## config.mk

```make
export PLATFORM = sky130hd
export DESIGN_NAME = interrupt_controller
export DESIGN_NICKNAME = d
export VERILOG_FILES = /design/src/rtl/interrupt_controller.sv
export SDC_FILE = /design/constraint.sdc
export NUM_CORES = 1
export LEC_CHECK = 0
export ABC_AREA = 0
export BUFFER_PORTS_ARGS = -buffer_cell sky130_fd_sc_hd__buf_4
export CELL_PAD_IN_SITES_DETAIL_PLACEMENT = 1
export CELL_PAD_IN_SITES_GLOBAL_PLACEMENT = 2
export CORE_ASPECT_RATIO = 0.9
export CORE_MARGIN = 1.5
export CORE_UTILIZATION = 22
export CTS_CLUSTER_DIAMETER = 150
export DETAILED_ROUTE_END_ITERATION = 8
export PLACE_DENSITY_LB_ADDON = 0.1
export SETUP_SLACK_MARGIN = 0.02
export SYNTH_ARGS = -nofsm -noshare
export SYNTH_HDL_FRONTEND = slang
export SYNTH_SLANG_ARGS = --single-unit
```

## constraint.sdc

```tcl
create_clock -name clock -period 1.4 [get_ports clock]
set_input_delay 0.28 -clock clock [delete_from_list [all_inputs] [get_ports clock]]
set_output_delay 0.28 -clock clock [all_outputs]
set_load 0.005 [all_outputs]
```

## src/rtl/interrupt_controller.sv

```systemverilog
// Interrupt controller for the 68030 CPU.
// Level requests from the peripherals are turned into pending bits on their rising edges.
// A CPU-writable mask selects which pending bits take part. The highest active level is
// presented to the CPU on ipl_n, and the interrupt-acknowledge bus cycle is answered with
// a vector and a one-cycle iack_ack strobe.
//
// Ports:
//   clock       system clock
//   reset       synchronous, active-low reset
//   irq_in      level requests; source i maps to IPL level i+1
//   write       register write strobe, qualified by the chip selects
//   mask_cs     selects the mask register (takes precedence over pending_cs)
//   pending_cs  selects the pending register (write-1-to-clear)
//   data_in     write data; byte lane [31:24], bit 24+i maps to source i
//   data_out    {1'b0, pending, 1'b0, mask, 16'h0}, independent of chip select
//   ipl_n       registered, active-low encoded priority level
//   iack        CPU interrupt-acknowledge cycle active
//   iack_level  level being acknowledged (A3:A1)
//   iack_ack    one-cycle strobe, vector valid in the same cycle
//   vector      interrupt vector number, held until the next acknowledge capture
module interrupt_controller #(
  parameter int unsigned NUM_SOURCES     = 7,
  parameter logic [7:0]  VECTOR_BASE     = 8'h40,
  parameter logic [7:0]  SPURIOUS_VECTOR = 8'h18
) (
  input  logic                   clock,
  input  logic                   reset,
  input  logic [NUM_SOURCES-1:0] irq_in,
  input  logic                   write,
  input  logic                   mask_cs,
  input  logic                   pending_cs,
  input  logic [31:0]            data_in,
  output logic [31:0]            data_out,
  output logic [2:0]             ipl_n,
  input  logic                   iack,
  input  logic [2:0]             iack_level,
  output logic                   iack_ack,
  output logic [7:0]             vector
);

  typedef enum logic [1:0] {StIdle, StAck, StWait} state_e;

  state_e                 state_q, state_d;
  logic [NUM_SOURCES-1:0] irq_prev_q;
  logic [NUM_SOURCES-1:0] pending_q, pending_d;
  logic [NUM_SOURCES-1:0] mask_q, mask_d;
  logic [2:0]             ipl_n_q, ipl_n_d;
  logic [7:0]             vector_q, vector_d;
  logic [NUM_SOURCES-1:0] irq_rise;
  logic [NUM_SOURCES-1:0] active;
  logic [NUM_SOURCES-1:0] clear;

  // Only the top byte lane carries register data.
  logic unused_data;
  assign unused_data = ^{data_in[31:24+NUM_SOURCES], data_in[23:0]};

  always_comb begin
    irq_rise = irq_in & ~irq_prev_q;
    active   = pending_q & mask_q;

    // Ascending scan: the last match is the highest level.
    ipl_n_d = 3'b111;
    for (int i = 0; i < NUM_SOURCES; i++) begin
      if (active[i]) ipl_n_d = ~3'(i + 1);
    end

    mask_d = mask_q;
    clear  = '0;
    if (write && mask_cs) begin
      mask_d = data_in[24 +: NUM_SOURCES];
    end else if (write && pending_cs) begin
      clear = data_in[24 +: NUM_SOURCES];
    end

    state_d  = state_q;
    vector_d = vector_q;
    unique case (state_q)
      StIdle: begin
        if (iack) begin
          state_d  = StAck;
          vector_d = SPURIOUS_VECTOR;
          // Level 0 never matches, so it falls through as spurious.
          for (int i = 0; i < NUM_SOURCES; i++) begin
            if ((iack_level == 3'(i + 1)) && pending_q[i]) begin
              vector_d = VECTOR_BASE + 8'(iack_level);
              clear[i] = 1'b1;
            end
          end
        end
      end
      StAck:   state_d = StWait;
      StWait:  if (!iack) state_d = StIdle;
      default: state_d = StIdle;
    endcase

    // A fresh edge wins over any clear of the same bit.
    pending_d = (pending_q & ~clear) | irq_rise;
  end

  always_ff @(posedge clock) begin
    if (!reset) begin
      state_q    <= StIdle;
      irq_prev_q <= '0;
      pending_q  <= '0;
      mask_q     <= '0;
      ipl_n_q    <= 3'b111;
      vector_q   <= 8'h00;
    end else begin
      state_q    <= state_d;
      irq_prev_q <= irq_in;
      pending_q  <= pending_d;
      mask_q     <= mask_d;
      ipl_n_q    <= ipl_n_d;
      vector_q   <= vector_d;
    end
  end

  always_comb begin
    data_out                       = '0;
    data_out[24 +: NUM_SOURCES]    = pending_q;
    data_out[16 +: NUM_SOURCES]    = mask_q;
  end

  assign ipl_n    = ipl_n_q;
  assign vector   = vector_q;
  assign iack_ack = (state_q == StAck);

endmodule

```

### Word-level counts from Yosys, hierarchy flattened

Index checks and enable logic that the tools add are counted.
W data, S select, Z words.

* input bits: 48
* output and inout bits: 44
* logic and storage cells: 64
* flip-flop bits (word level): 34

* add/subtract/negate cells: 1
* bitwise gates (word level): 6
* mux-type cells: 28
* eq/ne operators: 11
* reduce and logical (&&, ||, !) cells: 12

Operators with widths (number)
* $mux W8: 7
* $mux W7: 4
* $and A7 B7 Y7: 3
* $mux W3: 6
* $not A7 Y7: 2
* $eq A3 B3 Y1 const B: 4
* $logic_and A1 B1 Y1: 9
* $add A7 B3 Y8 const A: 1
* $mux W1: 8
* $or A7 B7 Y7: 1
* $eq A3 B2 Y1 const B: 2
* $pmux W2 S3: 1
* $mux W2: 2
* $ne A2 B2 Y1 const B: 2
* $reduce_and A2 Y1: 2
* $eq A3 B1 Y1 const B: 1
* $eq A2 B1 Y1 const B: 1
* $eq A2 B2 Y1 const B: 1
* $logic_not A2 Y1: 1

### Depth between registers and ports, before layout

* depth after elaboration: 9
* gate-level depth with buffers: 5

### Least setup slack after synthesis

Ideal clock, no wire load.

* path kind: register to register
* from: reg state_q[0]
* to: reg vector_q[6], in the netlist vector[6]
* slack: 0.117 ns
* stages on the path, launching flop included: 5
* data required time: 1.284 ns
* arrival: 1.167 ns
* path through: dfxtp_1 > or3b_4 > a221oi_2 > o21ai_2 > o211a_1

* word-level cells in the longest chain between the ends: 2

Ends and longest elaborated chain
* start: declaration: RTL line 43 `state_e state_q, state_d;`
* start signal: assignment: RTL line 102 `state_q <= StIdle;`
* start signal: assignment: RTL line 109 `state_q <= state_d;`
* $logic_not A2 Y1: RTL line 77 `unique case (state_q)`
* $reduce_and A2 Y1 (no line)
* end signal: assignment: RTL line 114 `vector_q <= vector_d;`
* end: declaration: RTL line 48 `logic [7:0] vector_q, vector_d;`

No other way between the ends.
A chain may end at the register's enable or synchronous reset.

### Final worst setup path

* from: reg state_q[1]
* to: reg vector_q[6], in the netlist vector[6]

The elaborated chain is that of the path after synthesis.

==> impl_summary.txt <==
----------------------------------------------------
[Setup path]
  Type of origin of the critical path ... register
  Worst path max stage delay ... between 400 and 500 ps
  Worst setup EP type ... register
  Class of the most critical setup path ... reg2reg
  Cell type of the slowest stage on the worst timing path ... sky130_fd_sc_hd__or3b_4
  WP buf/inv ... 0
  Critical register-to-register path startpoint ... state_q[1]
  Register-to-register path setup slack ... approximately 25 ps
  Cell family contributing the most delay on the critical path ... compound AO/OA/AOI/OAI gates
  Start point of the critical path ... state_q[1]
  Cells along the critical path ... or3b_4, a221oi_4, o21ai_2, o211a_1
  Data arrival time at the worst-slack endpoint ... approximately 1600 ps
  Worst EP required ... 1570 ps
  Peak fanout along the critical path ... 4

[Cells and area]
  N_diodes ... 0
  Combined flip-flop and latch cell area ... just over 600 µm²
  Multi-input logic area ... 732 µm²
  Synthesis-to-layout area growth ... 35.7%
  Number of filler instances in the final layout ... 817
  Nets ... around 270
  Final non-filler cell total ... 314
  Fin area ... approximately 2000 µm²
  Fraction of layout instances using a drive strength above 1 ... 33.5%

[CTS]
  H-tree levels ... 2
  Number of buffers created by CTS ... 5
  Cell at the root of the clock tree ... sky130_fd_sc_hd__clkbuf_8
  Clk Latency, worst-skew pair ... approximately 280 ps
  Post-CTS setup repair buffer count ... 0
  Clock slew seen by the registers of the worst setup and hold paths ... around 60 ps
  Clock tree buffer depth ... 2
  Clk sink count ... 31
  TritonCTS clock tree ... yes

[Logic synthesis]
  Post-synthesis cell count ... roughly 170
  Predominant post-synthesis flop cell ... sky130_fd_sc_hd__dfxtp_1
  Post-synthesis simple-gate area fraction ... 19.3%
  Xor/xnor cell area share of the yosys netlist ... 0%
  Count of flip-flops with a built-in enable after synthesis ... 0
  Number of synthesized register bits ... 31
  Number of warnings issued by yosys ... 0
  Count of unique library cells instantiated by Yosys ... 33
  Adder-Cell Fraction of Synth Area ... 0%
  Compound-gate portion of the synthesized area ... 18.5%
  Largest family of logic cells by synthesized area ... simple AND/OR/NAND/NOR gates
  Share of flip-flops with an asynchronous set or reset after synthesis ... 0%
  Average footprint of a synthesized cell ... between 8 and 9 µm²
  Multiplexer fraction of the synthesized cell area ... under 10%
  Post-synthesis sequential area ratio ... 42.0%
  Cell area after synthesis ... approximately 1500 µm²

[Detailed routing]
  Average detailed-routed wire length per instance ... between 10 and 15 µm
  Remaining design rule violation count ... 0
  Number of nets still failing antenna checks after routing ... 0
  Detailed-router iteration count before antenna repair ... 4
  Wire length after detailed routing ... approximately 4.5 mm
  Post-detailed-route via-to-cell ratio ... ~4.2
  Total number of vias ... between 1000 and 1500
  Detailed router's first-iteration violation count ... 22

[Timing]
  Final clock period utilization by the worst path ... a little under 100%
  Setup total negative slack ... 0 ps
  Post-layout minimum cycle time ... ~1400 ps
  Highest Clock Rate ... about 730 MHz
  Clock skew ... 2.63 ps
  Pins over their slew limit ... 0
  Setup WS post-layout ... 25.0 ps
  Setup repair after global routing missed its margin ... yes
  Final hold viol count ... 0
  Endpoints failing setup ... 0
  Final hold slack ... 217 ps

[Pwr]
  Relative contribution of the clock network to total power ... around 33%
  Comb pwr share ... 19.4%
  Net Sw Power ... between 500 and 600 µW
  Power per unit of standard cell area ... roughly 1000 nW/µm²
  Sw Ratio ... a little over a quarter
  Cell Int Power ... about 1500 µW
  IR drop worst, VDD ... between 300 and 400 µV
  Part of the power in registers ... 48.1%
  Static Leak ... 0.000940 µW

[Place]
  Placed cell areas ... roughly 1900 µm²
  Number of placed cells counting well taps ... 306
  HPWL after detailed placement ... between 3 and 4 mm
  Setup slack at placement ... -58.8 ps
  Placer Congestion ... 0.727
  Port Buf Inserts ... 46

[Floorplan]
  Site Rows ... 28
  Height of the die ... between 80 and 90 µm
  Initial core utilization ... approximately 23%
  Die Area ... 7210 µm²
  Die Width ... roughly 89 µm
  Area of the core ... around 6500 µm²
  Total I/O pin count ... approximately 90

[Min path]
  Hold/Removal Path Class ... in2reg
  Hold Crit Start ... irq_in[1]

[Global routing]
  Met2 track demand over resource in global routing ... 22.6%
  Number of global-route vias before repair ... ~1400
  GRT Overall Usage ... about an eighth
  Remaining Overflow, GRT ... 0
  Antenna violations before repair ... 0
  Global-route wire length before repair ... roughly 6.9 mm
  Pin count of the biggest net entering global routing ... 32
  Routing usage on met1 ... roughly 16%
  Met3 routing resource usage after global routing ... about 2.8%
  Peak-usage layer in the global routing report ... met2

[Run status]
  Run status ... finished, final reports clean

[Job]
  Number of max-cap violations ... 0

----------------------------------------------------
[Yosys cell counts (2+ instances only)]
cell type / count / share of area, %
sky130_fd_sc_hd__a21oi_1: 2 / 0.68
sky130_fd_sc_hd__a21boi_0: 8 / 4.1
sky130_fd_sc_hd__nor2_1: 5 / 1.3
sky130_fd_sc_hd__dfxtp_1: 31 / 42
sky130_fd_sc_hd__a221oi_1: 3 / 1.8
sky130_fd_sc_hd__o21ai_0: 7 / 2.4
sky130_fd_sc_hd__nor2b_1: 4 / 1.7
sky130_fd_sc_hd__inv_1: 7 / 1.8
sky130_fd_sc_hd__nand3_1: 10 / 3.4
sky130_fd_sc_hd__a21o_1: 3 / 1.5
sky130_fd_sc_hd__a221o_1: 3 / 2.0
sky130_fd_sc_hd__a22o_1: 2 / 1.2
sky130_fd_sc_hd__mux2i_1: 2 / 1.4
sky130_fd_sc_hd__buf_4: 21 / 11
sky130_fd_sc_hd__nand2_1: 31 / 7.9
sky130_fd_sc_hd__mux2_2: 2 / 1.5
sky130_fd_sc_hd__and2_1: 6 / 2.5
sky130_fd_sc_hd__buf_2: 3 / 1.0
sky130_fd_sc_hd__clkbuf_1: 3 / 0.76
[registers in the layout (all words and copies together) (netlist names)]
| name | cells |
|---|---|
| vector | 5 |
| irq_prev_q | 7 |
| state_q | 2 |
| mask_q | 7 |
| pending_q | 7 |
| ipl_n | 3 |
[layout by cell type, fill, tap and decap left out, types with 3 or more instances in the layout]
cell                       Yosys  layout
sky130_fd_sc_hd__nor2b_1       4       4
sky130_fd_sc_hd__o21ai_0       7       7
sky130_fd_sc_hd__inv_1         7       7
sky130_fd_sc_hd__a221oi_1      3       3
sky130_fd_sc_hd__a221o_1       3       3
sky130_fd_sc_hd__dfxtp_1      31      29
sky130_fd_sc_hd__a21boi_0      8       8
sky130_fd_sc_hd__nand3_1      10      10
sky130_fd_sc_hd__clkbuf_8      0       5
sky130_fd_sc_hd__a21o_1        3       3
sky130_fd_sc_hd__nor2_1        5       4
sky130_fd_sc_hd__conb_1        1      20
sky130_fd_sc_hd__buf_4        21      57
sky130_fd_sc_hd__and2_1        6       6
sky130_fd_sc_hd__nand2_1      31      31
[through the flow]
step	util (%)	power [µW]
after global routing	30.7	2180
after floorplan	-	1210
after detailed placement	29.2	1390
after global placement	29.2	1380
after CTS	30.7	2080
final	30.7	2050
[timing repair]
action                     CTS  global route
pin swaps                    0             0
setup endpoints to repair    4             6
gates resized for setup      2             3
hold buffers                 0             0
[cell type report]
| cell class | count | area share, % |
|---|---|---|
| multi-input cells | 121 | 36.5 |
| flip-flops and latches | 31 | 31.1 |
| repair buffers | 57 | 21.4 |
| well taps | 90 | 5.62 |
| clock buffers | 7 | 3.81 |
| inverters | 7 | 1.31 |
| clock inverters | 1 | 0.250 |
[logic make-up (layout without fill, tap and decap cells)]
kind of cell,count (synthesis),count (layout)
AO/OA/AOI/OAI,35,35
other,1,20
buffers and inverters,34,72
AND/OR/NAND/NOR,60,60
multiplexers,6,6
flip-flops,31,31
[power groups by stage]
stage                     Combinational [µW]  Sequential (µW)  Clock, µW
after floorplan                          208             1000          0
after global placement                   383             1000          0
after detailed placement                 390             1000          0
after CTS                                400              985        699
after global routing                     440              992        746
final                                    397              984        665
[worst register-to-register path, stage by stage, from the launching register on]
cell and delay [ps]:
sky130_fd_sc_hd__dfxtp_2 340, sky130_fd_sc_hd__or3b_4 410, sky130_fd_sc_hd__a221oi_4 250, sky130_fd_sc_hd__o21ai_2 120, sky130_fd_sc_hd__o211a_1 150
[per-layer routing]
metal / vias up / part of all wire (%) / wire length [µm]
met5: - / 0 / 0
met4: 0 / 0.96 / 43
met3: 5 / 5.2 / 234
met2: 40 / 49 / 2180
met1: 622 / 45 / 2020
li1: 641 / - / -
[path summary, 6_finish.rpt]
kind / to / depth (start not counted)
max: vector[6] / 4
min: irq_prev_q[1] / 3
max reg2reg: vector[6] / 4
min reg2reg: pending_q[3] / 1
No activity file was read; power rests on OpenSTA's default activity.
